===== config.mk =====
export PLATFORM = sky130hd
export DESIGN_NAME = vx_gpr_bank_scheduler
export DESIGN_NICKNAME = d
export VERILOG_FILES = /design/src/rtl/vx_gpr_bank_scheduler.sv
export SDC_FILE = /design/constraint.sdc
export NUM_CORES = 1
export LEC_CHECK = 0
export CAP_MARGIN = 10
export CORE_ASPECT_RATIO = 1.2
export CORE_MARGIN = 3
export CORE_UTILIZATION = 40
export CTS_BUF_LIST = sky130_fd_sc_hd__clkbuf_4
export DETAILED_ROUTE_END_ITERATION = 8
export HOLD_SLACK_MARGIN = 0.02
export PLACE_DENSITY_LB_ADDON = 0.25
export SYNTH_ARGS = -nofsm -noshare
export SYNTH_HDL_FRONTEND = slang
export SYNTH_SLANG_ARGS = --single-unit

===== constraint.sdc =====
create_clock -name clk -period 3.6 [get_ports clk]
set_input_delay 0.54 -clock clk [delete_from_list [all_inputs] [get_ports clk]]
set_output_delay 0.54 -clock clk [all_outputs]
set_load 0.05 [all_outputs]

===== src/rtl/vx_gpr_bank_scheduler.sv =====
// Round-robin read-port scheduler for single-read-port GPR banks: per-bank grant,
// registered bank read address, and a fixed two-cycle response tag back to each requester.
module vx_gpr_bank_scheduler #(
    parameter int unsigned NUM_REQS  = 4,
    parameter int unsigned NUM_BANKS = 4,
    parameter int unsigned NR_BITS   = 6,
    parameter int unsigned WIS_BITS  = 2,
    localparam int unsigned LOG_BANKS = $clog2(NUM_BANKS),
    localparam int unsigned BANK_W    = (NUM_BANKS > 1) ? LOG_BANKS : 1,
    localparam int unsigned ADDRW     = WIS_BITS + NR_BITS - LOG_BANKS,
    localparam int unsigned WIS_PW    = (WIS_BITS > 0) ? WIS_BITS : 1
) (
    input  logic                          clk,
    input  logic                          reset_n,
    input  logic [NUM_REQS-1:0]           req_valid,
    input  logic [NUM_REQS*WIS_PW-1:0]    req_wis,
    input  logic [NUM_REQS*NR_BITS-1:0]   req_rid,
    output logic [NUM_REQS-1:0]           req_ready,
    output logic [NUM_BANKS-1:0]          bank_rd_en,
    output logic [NUM_BANKS*ADDRW-1:0]    bank_rd_addr,
    output logic [NUM_REQS-1:0]           rsp_valid,
    output logic [NUM_REQS*BANK_W-1:0]    rsp_bank,
    output logic [NUM_REQS-1:0]           rsp_zero,
    output logic [31:0]                   perf_conflicts
);

    localparam int unsigned REQ_W = (NUM_REQS > 1) ? $clog2(NUM_REQS) : 1;

    logic [BANK_W-1:0]          req_bank [NUM_REQS];
    logic [ADDRW-1:0]           req_addr [NUM_REQS];
    logic [NUM_REQS-1:0]        req_zero;
    logic [NUM_REQS-1:0]        req_nz;

    logic [NUM_BANKS-1:0]       gnt_any;
    logic [REQ_W-1:0]           gnt_idx [NUM_BANKS];

    logic [REQ_W-1:0]           rr_ptr_q [NUM_BANKS];
    logic [REQ_W-1:0]           rr_ptr_d [NUM_BANKS];
    logic [REQ_W-1:0]           s1_idx_q [NUM_BANKS];
    logic [REQ_W-1:0]           s1_idx_d [NUM_BANKS];
    logic [NUM_REQS-1:0]        s1_zero_q, s1_zero_d;
    logic [NUM_BANKS-1:0]       rd_en_q, rd_en_d;
    logic [NUM_BANKS*ADDRW-1:0] rd_addr_q, rd_addr_d;
    logic [NUM_REQS-1:0]        rsp_valid_q, rsp_valid_d;
    logic [NUM_REQS*BANK_W-1:0] rsp_bank_q, rsp_bank_d;
    logic [NUM_REQS-1:0]        rsp_zero_q, rsp_zero_d;
    logic [31:0]                perf_q, perf_d;
    logic                       conflict;

    always_comb begin
        for (int unsigned k = 0; k < NUM_REQS; k++) begin
            req_zero[k] = req_valid[k] && (req_rid[k*NR_BITS +: NR_BITS] == '0);
            req_nz[k]   = req_valid[k] && (req_rid[k*NR_BITS +: NR_BITS] != '0);
            req_bank[k] = BANK_W'(32'(req_rid[k*NR_BITS +: NR_BITS]) % NUM_BANKS);
        end
    end

    if (WIS_BITS > 0) begin : g_wis
        always_comb begin
            for (int unsigned k = 0; k < NUM_REQS; k++)
                req_addr[k] = {req_wis[k*WIS_PW +: WIS_PW],
                               req_rid[k*NR_BITS+LOG_BANKS +: NR_BITS-LOG_BANKS]};
        end
    end else begin : g_nowis
        logic unused_wis;
        assign unused_wis = ^req_wis;
        always_comb begin
            for (int unsigned k = 0; k < NUM_REQS; k++)
                req_addr[k] = req_rid[k*NR_BITS+LOG_BANKS +: ADDRW];
        end
    end

    // r0 bypasses the banks entirely, so it is always ready on its own.
    always_comb begin
        int unsigned idx;
        idx       = 0;
        gnt_any   = '0;
        req_ready = req_zero;
        for (int unsigned b = 0; b < NUM_BANKS; b++) begin
            gnt_idx[b] = '0;
            for (int unsigned o = 0; o < NUM_REQS; o++) begin
                idx = 32'(rr_ptr_q[b]) + o;
                if (idx >= NUM_REQS)
                    idx = idx - NUM_REQS;
                if (!gnt_any[b] && req_nz[idx] && (32'(req_bank[idx]) == b)) begin
                    gnt_any[b]     = 1'b1;
                    gnt_idx[b]     = REQ_W'(idx);
                    req_ready[idx] = 1'b1;
                end
            end
        end
    end

    assign conflict = |(req_valid & ~req_ready);

    always_comb begin
        rd_en_d     = gnt_any;
        rd_addr_d   = rd_addr_q;
        s1_zero_d   = req_zero;
        rsp_valid_d = s1_zero_q;
        rsp_zero_d  = s1_zero_q;
        rsp_bank_d  = '0;
        perf_d      = (conflict && (perf_q != '1)) ? perf_q + 32'd1 : perf_q;
        for (int unsigned b = 0; b < NUM_BANKS; b++) begin
            rr_ptr_d[b] = rr_ptr_q[b];
            s1_idx_d[b] = gnt_idx[b];
            if (gnt_any[b]) begin
                rr_ptr_d[b] = (32'(gnt_idx[b]) == NUM_REQS - 1) ? '0 : REQ_W'(gnt_idx[b] + 1'b1);
                rd_addr_d[b*ADDRW +: ADDRW] = req_addr[gnt_idx[b]];
            end
            // Response tag follows the bank's read-enable by one cycle (RAM output register).
            if (rd_en_q[b]) begin
                rsp_valid_d[s1_idx_q[b]] = 1'b1;
                rsp_bank_d[32'(s1_idx_q[b])*BANK_W +: BANK_W] = BANK_W'(b);
            end
        end
    end

    always_ff @(posedge clk) begin
        if (!reset_n) begin
            for (int unsigned b = 0; b < NUM_BANKS; b++) begin
                rr_ptr_q[b] <= '0;
                s1_idx_q[b] <= '0;
            end
            s1_zero_q   <= '0;
            rd_en_q     <= '0;
            rd_addr_q   <= '0;
            rsp_valid_q <= '0;
            rsp_bank_q  <= '0;
            rsp_zero_q  <= '0;
            perf_q      <= '0;
        end else begin
            for (int unsigned b = 0; b < NUM_BANKS; b++) begin
                rr_ptr_q[b] <= rr_ptr_d[b];
                s1_idx_q[b] <= s1_idx_d[b];
            end
            s1_zero_q   <= s1_zero_d;
            rd_en_q     <= rd_en_d;
            rd_addr_q   <= rd_addr_d;
            rsp_valid_q <= rsp_valid_d;
            rsp_bank_q  <= rsp_bank_d;
            rsp_zero_q  <= rsp_zero_d;
            perf_q      <= perf_d;
        end
    end

    assign bank_rd_en     = rd_en_q;
    assign bank_rd_addr   = rd_addr_q;
    assign rsp_valid      = rsp_valid_q;
    assign rsp_bank       = rsp_bank_q;
    assign rsp_zero       = rsp_zero_q;
    assign perf_conflicts = perf_q;

endmodule


==> key figures, run 1 <==
Run status
  – Failing checks: negative setup slack
  – Status: finished with violations

Global route
  – Largest net degree at the start of global routing: 42
  – GR Util met2: 45.2%
  – GRT met1 Usage: 31.5%
  – Antenna violations before repair: 1
  – First-pass GRT wire length: 38500 um
  – Gr busiest metal: met2
  – Total track usage: 25.7%
  – Grt ovf: 0
  – Met3 global-route usage: 3.92%
  – Vias in the first global route: 7287

Setup path
  – CP Data Required Time: 3.06 ns
  – Crit path DAT: 3.16 ns
  – Worst Path Max Fanout: 3
  – Crit. End Element: output port
  – Worst Setup Start Kind: input port
  – Crit Path Category: input port to output port

Power and ir drop
  – Combinational fraction of design power: 75.0%
  – PwrDens: 783 mW/mm^2
  – Overall Power: 8220 uW
  – P_leak: 0.00426 uW
  – Switching Share: 48.0%
  – Psw: 3950 uW
  – Clock power frac: 7.1%
  – Sequential Power Share: 17.8%
  – Pint: 4270 uW
  – Peak supply drop: 0.000622 V

Floorplanning
  – Boundary Pins: 118
  – # rows: 51
  – Die Height: 148 um
  – Chip width: 125 um
  – Initial core utilization: 41.2%
  – Core region area: 0.0164 mm^2
  – Die area: 0.0185 mm^2

Placed design
  – GP Congestion: 1.02
  – DP HPWL: 18800 um
  – Pre-CTS setup slack: -0.827 ns
  – Number of port buffers: 117
  – Placed instance area: 0.00939 mm^2

Clock network
  – CTS tree: built
  – CTS Buffer Depth: 2
  – H-tree levels: 3
  – Cts hold-fix bufs: 0
  – # clock sinks: 96
  – Clock Latency Late Sink: 0.50 ns
  – Clk slew on worst S/H paths: 0.16 ns
  – Number of buffers created by CTS: 9
  – Root buffer cell: clkbuf_4

STA
  – Slew headroom: 43.2%
  – Unrepaired setup endpoints after global routing: yes
  – Final Cycle Share: 103%
  – Fmax: 271 MHz
  – Final hold violation count: 0
  – Worst-margin pin slew: 0.852 ns
  – Final setup TNS: -0.379 ns
  – Fin crit period: 3.70 ns
  – Max Slew Vio Count: 0
  – Setup WS post-layout: -0.0957 ns
  – Worst Clk Skew: 0.0314 ns
  – WHS: 0.489 ns
  – Setup-failing EPs final: 10

Detailed routing
  – Initial DRC Count: 668
  – Via density: 6.01
  – Drt wl/cell: 20.1 um
  – # DRC: 0
  – 1st-pass router iterations: 7
  – Routed wire length: 26200 um
  – Vias: 7867
  – Final ANT Viol Nets: 0

Synthesis
  – EDFF count, synth: 0
  – #FFs+latches synth: 96
  – Sequential cell area fraction in the yosys report: 28.4%
  – Mapped Nets: 862
  – Primary FF master, synth: dfxtp_1
  – Syn Inst Count: 805
  – Area leader, netlist: dfxtp_1
  – Cell area after synthesis: 0.00676 mm^2
  – Synth top area share: 28.4%
  – Ys Warns: 0
  – Avg Cell Area, Syn: 8.40 um^2
  – Library cells used by synthesis: 79
  – Synth area leaders: dfxtp_1, mux2i_1, nor2_1
  – Asr flop ratio synth: 0%

Layout
  – Share of layout cells above drive strength 1: 34.1%
  – Nets: 1147
  – Final instance area: 0.0105 mm^2
  – Synthesis-to-layout area growth: 55.3%

Run
  – Number of max-cap violations: 0

Worst hold path
  – Worst Hold Class: flip-flop to flip-flop
-- sequential cells by signal, indices dropped and copies added, names as in the netlist, named ones only --
signal,cells
bank_rd_addr,24
rsp_zero_d,4
perf_conflicts,32
rr_ptr_q,6
rsp_zero,4
rsp_bank,8
s1_idx_q,8
rsp_valid,4
bank_rd_en,4
-- worst paths after layout --
check	endpoint	slack, ns	from	cells after the start
max	req_ready[0]	-0.1	req_rid[22]	12
max reg2reg	perf_conflicts[15]	0.07	rr_ptr_q[0][0]	13
min reg2reg	rsp_zero[3]	0.49	rsp_zero_d[3]	1
min	rsp_zero[3]	0.49	rsp_zero_d[3]	1
-- final cells by class --
class | instances | area (um^2)
clock buffer | 9 | 67.6
antenna | 1 | 2.50
timing repair buffer | 320 | 2860
sequential | 96 | 1930
inverter | 24 | 96.3
fill | 1411 | 5900
multi-input combinational | 639 | 5220
clock inverter | 7 | 60.1
tap | 212 | 265
-- critical path, stage by stage --
cell	delay (ns)
buf_6	0.09
or4_4	0.58
buf_6	0.15
o211ai_1	0.24
buf_4	0.19
a211oi_2	0.07
a22oi_2	0.19
nor2_2	0.08
a222oi_1	0.45
buf_4	0.18
nand3b_1	0.17
buf_12	0.21
-- Yosys cell counts, types with 5 or more instances --
cell / count
a211oi_1: 14
a21o_1: 10
a21oi_1: 50
a221oi_1: 5
a22o_1: 5
a22oi_1: 7
a31oi_1: 9
and2_1: 12
and3_1: 7
buf_2: 12
clkbuf_1: 28
dfxtp_1: 96
ha_1: 19
inv_1: 21
mux2i_1: 90
mux4_2: 6
nand2_1: 49
nand2b_1: 12
nand3_1: 42
nand3b_1: 5
nand4_1: 10
nand4b_1: 5
nor2_1: 79
nor3_1: 20
nor3b_1: 7
nor4_1: 11
nor4b_1: 5
o211a_1: 8
o211ai_1: 11
o211ai_2: 9
o21a_1: 5
o21ai_0: 17
o21ai_1: 5
o311ai_0: 5
o31ai_1: 10
o41ai_1: 6
or3_1: 13
or4_1: 9
-- cells by family after synthesis --
group                    Yosys count  synth area share, %
buffers and inverters             70                 4.55
multiplexers                      97                 15.5
flip-flops                        96                 28.4
adder cells (fa/ha/maj)           19                 3.51
XOR/XNOR                           4                0.518
AO/OA/AOI/OAI                    206                 22.4
AND/OR/NAND/NOR                  313                 25.1
-- per-layer routing --
metal	up-vias	wire, um
met3	108	1650
met1	3734	10400
met5	-	0
met2	385	12800
met4	0	1410
li1	3640	-
-- placed cells by master (no fill, tap or decap), types with 7 or more instances in the layout --
master / Yosys / final
buf_4: 0 / 184
dfxtp_1: 96 / 92
mux2i_1: 90 / 89
clkdlybuf4s50_1: 0 / 86
nor2_1: 79 / 73
nand2_1: 49 / 48
nand3_1: 42 / 39
a21oi_1: 50 / 35
inv_1: 21 / 20
ha_1: 19 / 17
o21ai_0: 17 / 15
a21oi_2: 1 / 13
nor3_1: 20 / 12
and2_1: 12 / 12
nand2b_1: 12 / 12
or3_1: 13 / 12
or4_4: 3 / 11
o211ai_1: 11 / 11
a211oi_2: 0 / 11
nand4_1: 10 / 10
buf_6: 4 / 10
clkbuf_2: 0 / 10
buf_12: 0 / 10
a31oi_1: 9 / 9
clkbuf_4: 0 / 9
a21o_1: 10 / 8
o211a_1: 8 / 7
nor3_2: 0 / 7
dlygate4sd2_1: 0 / 7
-- per-stage QoR --
step           cells  util, %
2_1_floorplan    805        -
5_1_grt         1308     64.0
6_report        1308     64.0
3_3_place_gp    1260     57.3
4_1_cts         1290     60.4
3_5_place_dp    1260     57.3
-- power groups by stage --
stage                     Sequential (uW)  Clock [uW]  Combinational, uW
final                                1470         587               6170
after global routing                 1490         631               6500
after CTS                            1450         595               5550
after detailed placement             1460           0               5280
after global placement               1470           0               5250
after floorplan                      1940           0               2610
-- what timing repair did --
item	4_1_cts	5_1_grt
setup buffers	15	13
pin swaps	37	47
setup endpoints to repair	36	32
gates cloned	0	4
resized for setup	92	115
Note: power is estimated with default switching activity, not from simulation.
==> inputs of run 2 (changes only) <==
CTS_CLUSTER_SIZE = 28   (was unset)
==> results of run 2 <==
The final DEF is identical to that of run 1; final timing and power are the same.
==> inputs of run 3 (changes only) <==
ABC_AREA = 1   (was unset)
MAX_ROUTING_LAYER = met4   (was unset)
==> run 3 against run 2 <==
  * The flow now finishes without violations
  * Routed wire length is 8.9% lower
  * Final area decreased by 13%
  * Flip-flop and latch count did not move
  * Setup slack improved by 0.30 ns
  * Clock-buffer cell count unchanged
  * Non-clock buffer count decreased by 176
  * Sequential power about the same
  * Synthesized cell count grew 41%
  * Die area rose by 10%
  * Hold slack worse by 0.058 ns
  * Clock power grew 17%
  * Highest routed layer unchanged
==> key figures, run 3 <==
Run status
  – Status: complete, no violations

Detailed routing
  – Routed wire length: 23900 um
  – Drt wl/cell: 15.8 um
  – Vias: 7921
  – Initial DRC Count: 576
  – Final ANT Viol Nets: 0
  – 1st-pass router iterations: 5
  – Via density: 5.25
  – # DRC: 0

Synthesis
  – Avg Cell Area, Syn: 6.60 um^2
  – Most frequent cell after synthesis: nand2_1
  – #FFs+latches synth: 96
  – Library cells used by synthesis: 45
  – EDFF count, synth: 0
  – Sequential cell area fraction in the yosys report: 25.6%
  – Ys Warns: 0
  – Mapped Nets: 1194
  – Syn Inst Count: 1137
  – Asr flop ratio synth: 0%
  – Synth top area share: 25.6%
  – Synth area leaders: dfxtp_1, nand2_1, nand3_1
  – Cell area after synthesis: 0.00750 mm^2
  – Area leader, netlist: dfxtp_1
  – Most frequent cells after synthesis: nand2_1, inv_1, nor2_1, nand3_1, dfxtp_1
  – Primary FF master, synth: dfxtp_1

Floorplanning
  – Core region area: 0.0183 mm^2
  – Die Height: 156 um
  – # rows: 54
  – Chip width: 131 um
  – Initial core utilization: 41.0%
  – Die area: 0.0204 mm^2
  – Boundary Pins: 118

Global route
  – Largest net degree at the start of global routing: 43
  – Antenna violations before repair: 1
  – Vias in the first global route: 7510
  – Grt ovf: 0
  – First-pass GRT wire length: 38000 um
  – Total track usage: 24.0%

Placed design
  – Pre-CTS setup slack: 0.245 ns
  – GP Congestion: 0.964
  – DP HPWL: 18900 um
  – Number of port buffers: 117
  – Placed instance area: 0.00900 mm^2

Setup path
  – Worst Path Max Fanout: 9
  – FF-to-FF path depth: 19
  – R2R Setup Slk: 0.72 ns
  – Worst-path cell chain: clkdlybuf4s50_1 > inv_2 > nor2_1 > o21ai_0 > nor2_1 > nand2_1 > nand2_4 > nor2_8 > nand3_1 > nand2_1 > inv_1 > nand2_1 > nor2_2 > nand2_1 > buf_12
  – R2R Path Start: rr_ptr_q[0][0]
  – Largest stage delay on the critical path: 0.55 ns
  – R2R Path End: perf_conflicts[22]
  – Worst path most repeated cell: nand2_1
  – Crit. End Element: output port
  – CP Data Required Time: 3.06 ns
  – Slowest-stage cell, CP: clkdlybuf4s50_1
  – Worst Setup Start Kind: input port
  – Crit Path Category: input port to output port
  – Crit path DAT: 2.85 ns

Clock network
  – CTS tree: built
  – Number of buffers created by CTS: 9
  – Cts hold-fix bufs: 0
  – CTS Buffer Depth: 2
  – H-tree levels: 3
  – Postcts setup bufs: 0
  – # clock sinks: 96
  – Clock Latency Late Sink: 0.50 ns
  – Root buffer cell: clkbuf_4
  – Clk slew on worst S/H paths: 0.16 ns

STA
  – Max Slew Vio Count: 0
  – Final Cycle Share: 94.2%
  – Final setup TNS: 0 ns
  – Worst-margin pin slew: 0.654 ns
  – Slew headroom: 56.0%
  – Fin crit period: 3.39 ns
  – WHS: 0.432 ns
  – Final hold violation count: 0
  – Setup-failing EPs final: 0
  – Unrepaired setup endpoints after global routing: no
  – Worst Clk Skew: 0.0417 ns
  – Setup WS post-layout: 0.207 ns
  – Fmax: 295 MHz

Worst hold path
  – Worst Hold Class: flip-flop to flip-flop
  – Hold depth: 2
  – Hold endpoint: rsp_zero[2]
  – Hold Path Origin: rsp_zero_d[2]

Power and ir drop
  – P_leak: 0.00389 uW
  – PwrDens: 863 mW/mm^2
  – Peak supply drop: 0.00100 V

Layout
  – Share of layout cells above drive strength 1: 14.1%
  – Reg area: 0.00192 mm^2
  – Most common cell after layout, fill and taps aside: nand2_1
  – Fill cell count: 1856
  – Commonest non-fill, non-tap cells in the layout: nand2_1, inv_1, nor2_1, clkdlybuf4s50_1, nand3_1
  – Synthesis-to-layout area growth: 22.2%
  – Multi-input gate area: 0.00479 mm^2
  – Max FFs per register: 32
  – Final instance area: 0.00917 mm^2
  – Final design utilization: 50.1%
  – Nets: 1307

Run
  – Number of max-cap violations: 0
==> run 3: changes by cell type after synthesis, sizes merged, moves of 13 or more <==
cell and delta:
nand2 +223, inv +116, nand3 +96, mux2i -90, nor2 +60, o21ai +52, xor2 +27, o211ai +19
clkbuf -15, nand4 +15, a211oi -14, and2 -13, or3 -13
==> run 3: worst max path at each step <==
stage	start	endpoint	slack [ns]	cells past startpoint
after floorplan	flip-flop	req_ready[2]	1.08	14
after global placement	req_rid[18]	perf_conflicts[26]	0.25	20
after detailed placement	req_rid[21]	bank_rd_addr[15]	0.25	18
after CTS	rr_ptr_q[0][0]	req_ready[3]	0.06	13
after global routing	rr_ptr_q[0][1]	req_ready[3]	0.06	13
final	req_rid[18]	req_ready[3]	0.21	15
==> run 3: cell type report <==
cell class                 instances  share of cell area [%]
multi-input combinational        858                    52.2
sequential                        96                    21.0
timing repair buffer             144                    15.7
inverter                         141                    5.83
tap                              252                    3.44
clock inverter                     7                    1.05
clock buffer                       9                   0.737
antenna                            1                  0.0273
==> run 3: repair_timing <==
item / 4_1_cts / 5_1_grt
hold endpoints to repair: 0 / 0
gates resized for setup: 0 / 2
endpoints found under the setup margin: 0 / 4
==> run 3: routing by layer <==
layer / up-vias / GRT usage [%] / share of wire (%)
met5: - / - / 0
met3: 86 / 2.81 / 4.8
met1: 3564 / 28.6 / 42
met4: 0 / 12.2 / 5.2
met2: 285 / 39.4 / 48
li1: 3986 / - / -
==> run 3: critical path: cells and delay by family <==
family	cells	cell delay (ns)
buffers and inverters	4	0.86
AO/OA/AOI/OAI	1	0.21
AND/OR/NAND/NOR	10	1.22
==> run 3: cell families after synthesis <==
group | count (synthesis) | share of synthesized area, %
flops | 96 | 25.6
buf+inv | 183 | 10.6
simple gates | 612 | 40.3
xor+xnor | 32 | 3.74
fa+ha+maj | 19 | 3.17
compound gates | 195 | 16.6
==> run 3: report_power, final <==
part | switching (uW) | internal [uW] | total (uW) | leakage (uW)
combinational | 3800 | 1930 | 5730 | 0.00302
clock | 452 | 233 | 685 | 0.0000849
sequential | 186 | 1310 | 1500 | 0.000786
total | 4440 | 3470 | 7910 | 0.00389
==> run 3: through the flow <==
| step | cells | total power [uW] |
|---|---|---|
| floorplan | 1137 | 5540 |
| global placement | 1491 | 7190 |
| detailed placement | 1491 | 7210 |
| CTS | 1507 | 7920 |
| global route | 1508 | 8520 |
| finish | 1508 | 7910 |
